### src/rtl/alu_issue_ctrl_pkg.sv
// rtl/alu_issue_ctrl_pkg.sv - shared widths, opcodes, FSM states for the ALU issue stage
package alu_issue_ctrl_pkg;

  localparam int ALU_W_IN  = 4;
  localparam int ALU_W_OUT = 8;
  localparam int OP_W      = 3;

  localparam logic [OP_W-1:0] OP_ADD = 3'b000;
  localparam logic [OP_W-1:0] OP_SUB = 3'b001;
  localparam logic [OP_W-1:0] OP_AND = 3'b010;
  localparam logic [OP_W-1:0] OP_OR  = 3'b011;
  localparam logic [OP_W-1:0] OP_XOR = 3'b100;
  localparam logic [OP_W-1:0] OP_MUL = 3'b101;
  localparam logic [OP_W-1:0] OP_SHL = 3'b110;
  localparam logic [OP_W-1:0] OP_7   = 3'b111;

  typedef enum logic [1:0] {
    S_IDLE = 2'd0,
    S_EXEC = 2'd1,
    S_HOLD = 2'd2
  } state_e;

  // Packed FIFO word is {tag, op, a, b}
  function automatic int instr_width(input int tag_w);
    return tag_w + OP_W + 2 * ALU_W_IN;
  endfunction

endpackage

### src/rtl/alu_instr_fifo.sv
// rtl/alu_instr_fifo.sv - show-ahead instruction FIFO with wrap-bit full/empty detection
module alu_instr_fifo #(
  parameter int DEPTH = 4,
  parameter int WIDTH = 8
) (
  input  logic                     clk,
  input  logic                     rst_n,
  input  logic                     push_i,
  input  logic [WIDTH-1:0]         wdata_i,
  input  logic                     pop_i,
  output logic [WIDTH-1:0]         rdata_o,
  output logic                     full_o,
  output logic                     empty_o,
  output logic [$clog2(DEPTH):0]   level_o
);

  localparam int AW = $clog2(DEPTH);

  logic [AW:0]      wr_ptr_q, rd_ptr_q;
  logic [WIDTH-1:0] mem_q [DEPTH];

  always_ff @(posedge clk or negedge rst_n) begin
    if (!rst_n) begin
      wr_ptr_q <= '0;
      rd_ptr_q <= '0;
    end else begin
      if (push_i && !full_o)  wr_ptr_q <= wr_ptr_q + 1'b1;
      if (pop_i  && !empty_o) rd_ptr_q <= rd_ptr_q + 1'b1;
    end
  end

  always_ff @(posedge clk) begin
    if (push_i && !full_o) mem_q[wr_ptr_q[AW-1:0]] <= wdata_i;
  end

  assign rdata_o = mem_q[rd_ptr_q[AW-1:0]];
  assign empty_o = (wr_ptr_q == rd_ptr_q);
  assign full_o  = (wr_ptr_q[AW] != rd_ptr_q[AW]) && (wr_ptr_q[AW-1:0] == rd_ptr_q[AW-1:0]);
  assign level_o = wr_ptr_q - rd_ptr_q;

endmodule

### src/rtl/alu_issue_ctrl.sv
// rtl/alu_issue_ctrl.sv - buffers tagged instructions, drives the combinational ALU, captures results
module alu_issue_ctrl
  import alu_issue_ctrl_pkg::*;
#(
  parameter int DEPTH = 4,
  parameter int TAG_W = 4
) (
  input  logic                   clk,
  input  logic                   rst_n,
  input  logic                   in_valid,
  output logic                   in_ready,
  input  logic [3:0]             in_a,
  input  logic [3:0]             in_b,
  input  logic [2:0]             in_op,
  input  logic [TAG_W-1:0]       in_tag,
  output logic [3:0]             alu_a,
  output logic [3:0]             alu_b,
  output logic [2:0]             alu_opcode,
  input  logic [7:0]             alu_result,
  output logic                   out_valid,
  input  logic                   out_ready,
  output logic [7:0]             out_result,
  output logic [TAG_W-1:0]       out_tag,
  output logic                   busy,
  output logic [$clog2(DEPTH):0] fifo_level
);

  localparam int IW = instr_width(TAG_W);

  state_e               state_q;
  logic                 init_q;
  logic [TAG_W-1:0]     tag_q;
  logic [ALU_W_IN-1:0]  alu_a_q, alu_b_q;
  logic [OP_W-1:0]      alu_op_q;
  logic                 out_valid_q;
  logic [ALU_W_OUT-1:0] out_result_q;
  logic [TAG_W-1:0]     out_tag_q;

  logic                 fifo_full, fifo_empty, push_d, pop_d;
  logic [IW-1:0]        head;
  logic [TAG_W-1:0]     head_tag;
  logic [OP_W-1:0]      head_op;
  logic [ALU_W_IN-1:0]  head_a, head_b;

  alu_instr_fifo #(.DEPTH(DEPTH), .WIDTH(IW)) u_fifo (
    .clk     (clk),
    .rst_n   (rst_n),
    .push_i  (push_d),
    .wdata_i ({in_tag, in_op, in_a, in_b}),
    .pop_i   (pop_d),
    .rdata_o (head),
    .full_o  (fifo_full),
    .empty_o (fifo_empty),
    .level_o (fifo_level)
  );

  // init_q holds in_ready low until the first edge after reset release
  assign in_ready = init_q && !fifo_full;
  assign push_d   = in_valid && in_ready;
  assign pop_d    = !fifo_empty && ((state_q == S_IDLE) || (state_q == S_HOLD && out_ready));
  assign {head_tag, head_op, head_a, head_b} = head;

  always_ff @(posedge clk or negedge rst_n) begin
    if (!rst_n) begin
      state_q      <= S_IDLE;
      init_q       <= 1'b0;
      out_valid_q  <= 1'b0;
      out_result_q <= '0;
      out_tag_q    <= '0;
    end else begin
      init_q <= 1'b1;
      case (state_q)
        S_IDLE: if (pop_d) state_q <= S_EXEC;
        S_EXEC: begin
          out_result_q <= alu_result;
          out_tag_q    <= tag_q;
          out_valid_q  <= 1'b1;
          state_q      <= S_HOLD;
        end
        S_HOLD: if (out_ready) begin
          out_valid_q <= 1'b0;
          state_q     <= pop_d ? S_EXEC : S_IDLE;
        end
        default: state_q <= S_IDLE;
      endcase
    end
  end

  always_ff @(posedge clk or negedge rst_n) begin
    if (!rst_n) begin
      alu_a_q  <= '0;
      alu_b_q  <= '0;
      alu_op_q <= '0;
      tag_q    <= '0;
    end else if (pop_d) begin
      alu_a_q  <= head_a;
      alu_b_q  <= head_b;
      alu_op_q <= head_op;
      tag_q    <= head_tag;
    end
  end

  assign alu_a      = alu_a_q;
  assign alu_b      = alu_b_q;
  assign alu_opcode = alu_op_q;
  assign out_valid  = out_valid_q;
  assign out_result = out_result_q;
  assign out_tag    = out_tag_q;
  assign busy       = !fifo_empty || (state_q != S_IDLE);

endmodule

### config.mk
export PLATFORM = sky130hd
export DESIGN_NAME = alu_issue_ctrl
export DESIGN_NICKNAME = d
export VERILOG_FILES = /design/src/rtl/alu_issue_ctrl_pkg.sv /design/src/rtl/alu_instr_fifo.sv /design/src/rtl/alu_issue_ctrl.sv
export SDC_FILE = /design/constraint.sdc
export NUM_CORES = 1
export LEC_CHECK = 0
export ABC_AREA = 1
export CAP_MARGIN = 20
export CORE_AREA = 3 3 99 101
export DETAILED_ROUTE_END_ITERATION = 16
export DIE_AREA = 0 0 102 104
export GPL_TIMING_DRIVEN = 0
export PLACE_DENSITY = 0.68
export SYNTH_ARGS = -nofsm -noshare
export SYNTH_HDL_FRONTEND = slang
export SYNTH_HIERARCHICAL = 1
export SYNTH_SLANG_ARGS = --single-unit
### constraint.sdc
create_clock -name clk -period 3.3 [get_ports clk]
set_clock_uncertainty 0.2 [all_clocks]
set_input_delay 0.495 -clock clk [delete_from_list [all_inputs] [get_ports clk]]
set_output_delay 0.495 -clock clk [all_outputs]
set_load 0.02 [all_outputs]
Word-level counts from Yosys, hierarchy flattened:

Memory sizes are Yosys's and may differ from the RTL's. A register that Yosys moved wholly into a read port is not among the register bits.
Cells that the tools add are included.

* add/subtract/negate cells: 3
* equality and inequality tests: 7
* multiplexer cells: 8
* reduce and logical (&&, ||, !) cells: 17

Operators by type and width (number)
* logical AND 1 bit: 7
* adder 3 x 1 -> 3 bit, second input constant: 2
* one-hot mux 2 bit (3 select lines): 1
* 2-to-1 mux 1 bit: 4
* 2-to-1 mux 2 bit: 2
* inequality test 2 bit, second input constant: 2
* AND reduction 2 bit: 2
* nonzero test 2 bit: 2
* equality test 3 bit: 1
* zero test 1 bit: 3
* subtractor 3 bit: 1
* equality test 2 x 1 -> 1 bit, second input constant: 1
* equality test 2 bit: 1
* equality test 2 bit, second input constant: 1
* zero test 2 bit: 1
* logical OR 1 bit: 2
* one-hot mux 1 bit (2 select lines): 1
* inequality test 1 bit: 1

* bits in registers: 22
* memory bits (writable): 60
* input bits: 27
* output and inout port bits: 29
* word-level logic and storage cells: 43
* memories: 1

Memories
* u_fifo.mem_q: words 4, width 15, rd ports 1, clocked after Yosys merged registers in 1, wr ports 1, RTL line alu_instr_fifo.sv:20 `logic [WIDTH-1:0] mem_q [DEPTH];`

Depth between registers and ports, before layout:

* depth after elaboration: 8
* mapped depth: 14
* depth with buffers taken out: 12

Hierarchy:

The synthesis kept the hierarchy.

By module, submodules not included
* alu_instr_fifo: instances 1, cells each 207, area an instance 2728.9 um^2, sequential area each 1951.9 um^2
* alu_issue_ctrl: instances 1, cells each 138, area an instance 1277.5 um^2, sequential area each 775.7 um^2

Worst setup path before layout:

OpenSTA, ideal clock, no wires.

* path type: reg2reg
* from: register u_fifo.rd_ptr_q[1]
* to: memory u_fifo/mem_q[0][0] (netlist bit), enable pin
* setup time: 0.387 ns
* arrival: 2.553 ns
* data required time: 2.713 ns
* path slack: 0.161 ns
* stages on the path, launching flop included: 11
* path buffers: 1
* period minus slack after synthesis: 3.139 ns
* cells stage by stage: dfrtp_1 > inv_2 > buf_6 > ha_1 > nand2_1 > inv_1 > nand3_4 > inv_1 > nor3b_1 > nand2_4 > nor2_1

* word-level cells in the longest chain between the ends: 8

RTL lines
* start: declaration: RTL line alu_instr_fifo.sv:19 `logic [AW:0] wr_ptr_q, rd_ptr_q;`
* start signal: assignment: RTL line alu_instr_fifo.sv:28 `if (pop_i && !empty_o) rd_ptr_q <= rd_ptr_q + 1'b1;`
* equality test 2 bit: RTL line alu_instr_fifo.sv:38 `assign full_o = (wr_ptr_q[AW] != rd_ptr_q[AW]) && (wr_ptr_q[AW-1:0] == rd_ptr_q[AW-1:0]);`
* logical AND 1 bit: RTL line alu_instr_fifo.sv:38
* via fifo_full: RTL line alu_issue_ctrl.sv:39 `logic fifo_full, fifo_empty, push_d, pop_d;`
* zero test 1 bit: RTL line alu_issue_ctrl.sv:58 `assign in_ready = init_q && !fifo_full;`
* logical AND 1 bit: RTL line alu_issue_ctrl.sv:58
* logical AND 1 bit: RTL line alu_issue_ctrl.sv:59 `assign push_d = in_valid && in_ready;`
* via push_d: RTL line alu_issue_ctrl.sv:39
* logical AND 1 bit: RTL line alu_instr_fifo.sv:33 `if (push_i && !full_o) mem_q[wr_ptr_q[AW-1:0]] <= wdata_i;`
* 2-to-1 mux 1 bit: RTL line alu_instr_fifo.sv:33
* 2-to-1 mux 1 bit (implied by the code): RTL line alu_instr_fifo.sv:33
* end: declaration: RTL line alu_instr_fifo.sv:20

The timed path passes the listed nets, and every way through them passes these cells.

Final worst setup path:

* from: register u_fifo.rd_ptr_q[1]
* to: output in_ready

* word-level cells in the longest chain between the ends: 4

RTL lines
* equality test 2 bit: RTL line alu_instr_fifo.sv:38
* logical AND 1 bit: RTL line alu_instr_fifo.sv:38
* via fifo_full: RTL line alu_issue_ctrl.sv:39
* zero test 1 bit: RTL line alu_issue_ctrl.sv:58
* logical AND 1 bit: RTL line alu_issue_ctrl.sv:58
* end: declaration: RTL line alu_issue_ctrl.sv:11 `output logic in_ready,`

The timed path passes the listed nets, and every way through them passes these cells.

==> results.toml <==
[critical_path]
worstPathArrival_ns = 2.44
required_ns = 2.60
end_kind = "primary output"
critPathKind = "reg -> out"
critPathLaunchType = "flop"
worst-path-max-fanout = 11

[synth]
ys_seq_area_share_pct = 68.1
synth.top_cell.area_share_pct = 45.0
syn-instance-count = 345
synth_area_leaders = "edfxtp_1 (45%), dfrtp_1 (23%), nand2_1 (7.0%), nand3_1 (4.5%), nor2_1 (3.3%)"
synth_edf_count = 60
synth_cell_types = 24
ys_seq_elements = 97
netlist_area_um2 = 4010
synth.largest_area_cell = "edfxtp_1"
yosysWarnings = 6
async_flop_share_pct = 38.1
yosys_most_used_dff = "edfxtp_1"
synth_area_per_cell_um2 = 11.6
synth_fp_nets = 380

[die]
core_area_um2 = 9110
die_w_um = 102
die_area_um2 = 10600
num_rows = 35
fp.dieH_um = 104
start_util_pct = 44.0
boundaryPins = 56

[sta]
finalCritPeriodShare_pct = 95.1
fmax_ghz = 0.319
tightest_slew_ns = 0.820
rsz0062_at_grt = "false"
final_max_slew_viol_count = 0
setup_tns_ns = 0
finalCriticalPeriod_ns = 3.14
slew_headroom_pct = 45.3
setup_violations = 0
holdWs_ns = 0.0219
final-hold-violation-count = 0

[status]
status = "completed"

[placement]
dpl.hpwl_mm = 5.65
post_dp_cell_area_um2 = 4720
numPortBuffers = 55
dp_cells = 512
gp_congestion = 0.769

[finish]
nets = 449
drive_gt1_share_pct = 13.4
final_cell_mix = "nand2_1 (75), edfxtp_1 (60), clkdlybuf4s50_1 (53)"
antenna_cells = 0
syn2layout_area_growth_pct = 24.4
stdcell_area_um2 = 4980
final_common_cell = "nand2_1"
stdcell_count = 530

[clock_tree]
cts_hold_buffers = 0
clock_path_buffers = 2
cts_tree = "done"
cts.sinks = 97
clkTransAtPathRegs_ns = 0.09
insertion_delay_ns = 0.35
cts_buffers = 9
h-tree-depth = 3
root_buffer = "clkbuf_8"

[job]
maxCapViolations = 0

[route]
vias_per_cell = 5.10
drtIter0Drc = 108
vias = 2702
wl_per_cell_um = 15.7
drc_errors = 0
antenna_left = 0
drt-total-wl_mm = 8.31
drtPass1Iterations = 4

[global_routing]
antenna_found_initial = 0
grt_max_degree = 38
grt-ovfl-total = 0
grt_pass1_vias = 2675
grt_pass1_wl_mm = 13.5
grt_util_all_layers_pct = 16.4

[power_and_ir_drop]
leakagePower_nw = 2.06
ir_drop_mv = 0.406
powerDensity_nw_per_um2 = 991
fin_total_pwr_mw = 4.94

[min_path]
hold_path_class = "in -> async"
per-stage QoR:
step                setup WS [ns]  utilization [%]
global route               0.0223             54.7
CTS                        0.0166             54.5
finish                      0.163             54.7
detailed placement         -0.280             51.8
floorplan                   0.161                -
global placement           -0.693             51.6
logic make-up after synthesis:
| family | Yosys count | share of synthesized area (%) |
|---|---|---|
| buffers and inverters | 35 | 4.65 |
| and+or+nand+nor | 156 | 17.4 |
| DFF | 97 | 68.1 |
| adders and majority gates | 8 | 2.69 |
| xor gates and xnor gates | 3 | 0.656 |
| AOI/OAI and AO/OA | 45 | 6.46 |
| other | 1 | 0.0936 |
power by group:
part | internal [mW] | switching (mW)
logic | 0.932 | 1.40
clock network | 0.417 | 0.402
registers | 1.61 | 0.170
path summary, 6_finish.rpt:
check	slack [ns]	start	endpoint	depth (start not counted)
max reg2reg	0.35	u_fifo/rd_ptr_q[1]	u_fifo/mem_q[1][11]	10
min	0.02	rst_n	alu_a[1]	1
min reg2reg	0.27	out_tag[0]	out_tag[0]	2
max	0.16	u_fifo/rd_ptr_q[1]	in_ready	9
max in group asynchronous	2.30	rst_n	u_fifo/rd_ptr_q[1]	1
min in group clk	0.27	out_tag[0]	out_tag[0]	2
state kept, by name, summed over array words and instances (netlist names):
register         cells
alu_a                4
alu_b                4
alu_opcode           3
init_q               1
out_result           8
out_tag              4
out_valid            1
state_q              2
tag_q                4
u_fifo/mem_q        60
u_fifo/rd_ptr_q      3
u_fifo/wr_ptr_q      3
synthesized netlist by cell type, types with 5 or more instances:
| cell | count |
|---|---|
| buf_2 | 8 |
| nor2_1 | 35 |
| nand3_1 | 36 |
| o21ai_0 | 11 |
| buf_6 | 5 |
| inv_1 | 17 |
| edfxtp_1 | 60 |
| nand2_1 | 75 |
| o21ai_1 | 15 |
| dfrtp_1 | 37 |
| ha_1 | 7 |
| o22ai_1 | 15 |
area by class of cell:
cell class              count  area [um^2]
inverters                  20         75.1
well taps                 111          139
flip-flops and latches     97         2730
plain buffers              15          111
fillers                   814         4130
clock inverters             3         25.0
clock buffers              13          203
multi-input cells         213         1120
repair buffers             58          578
critical path: stages, from the launching register on:
cell	delay (ns)
dfrtp_2	0.45
inv_2	0.14
buf_6	0.20
ha_1	0.25
nand2_1	0.07
inv_1	0.07
nand3_4	0.10
inv_1	0.10
nor2_1	0.11
clkdlybuf4s50_1	0.60
repair_timing:
action | in CTS | in global routing
setup endpoints to repair | 46 | 60
buffers inserted | 0 | 2
gates resized for setup | 4 | 2
routing by layer:
| layer | track usage, % | wire [um] | up-vias |
|---|---|---|---|
| met5 | 0 | 0 | - |
| met4 | 6.84 | 122 | 0 |
| met3 | 3.49 | 444 | 9 |
| met2 | 25.3 | 3870 | 81 |
| met1 | 22.5 | 3880 | 1301 |
| li1 | - | - | 1311 |
No activity file was read; power rests on OpenSTA's default activity.
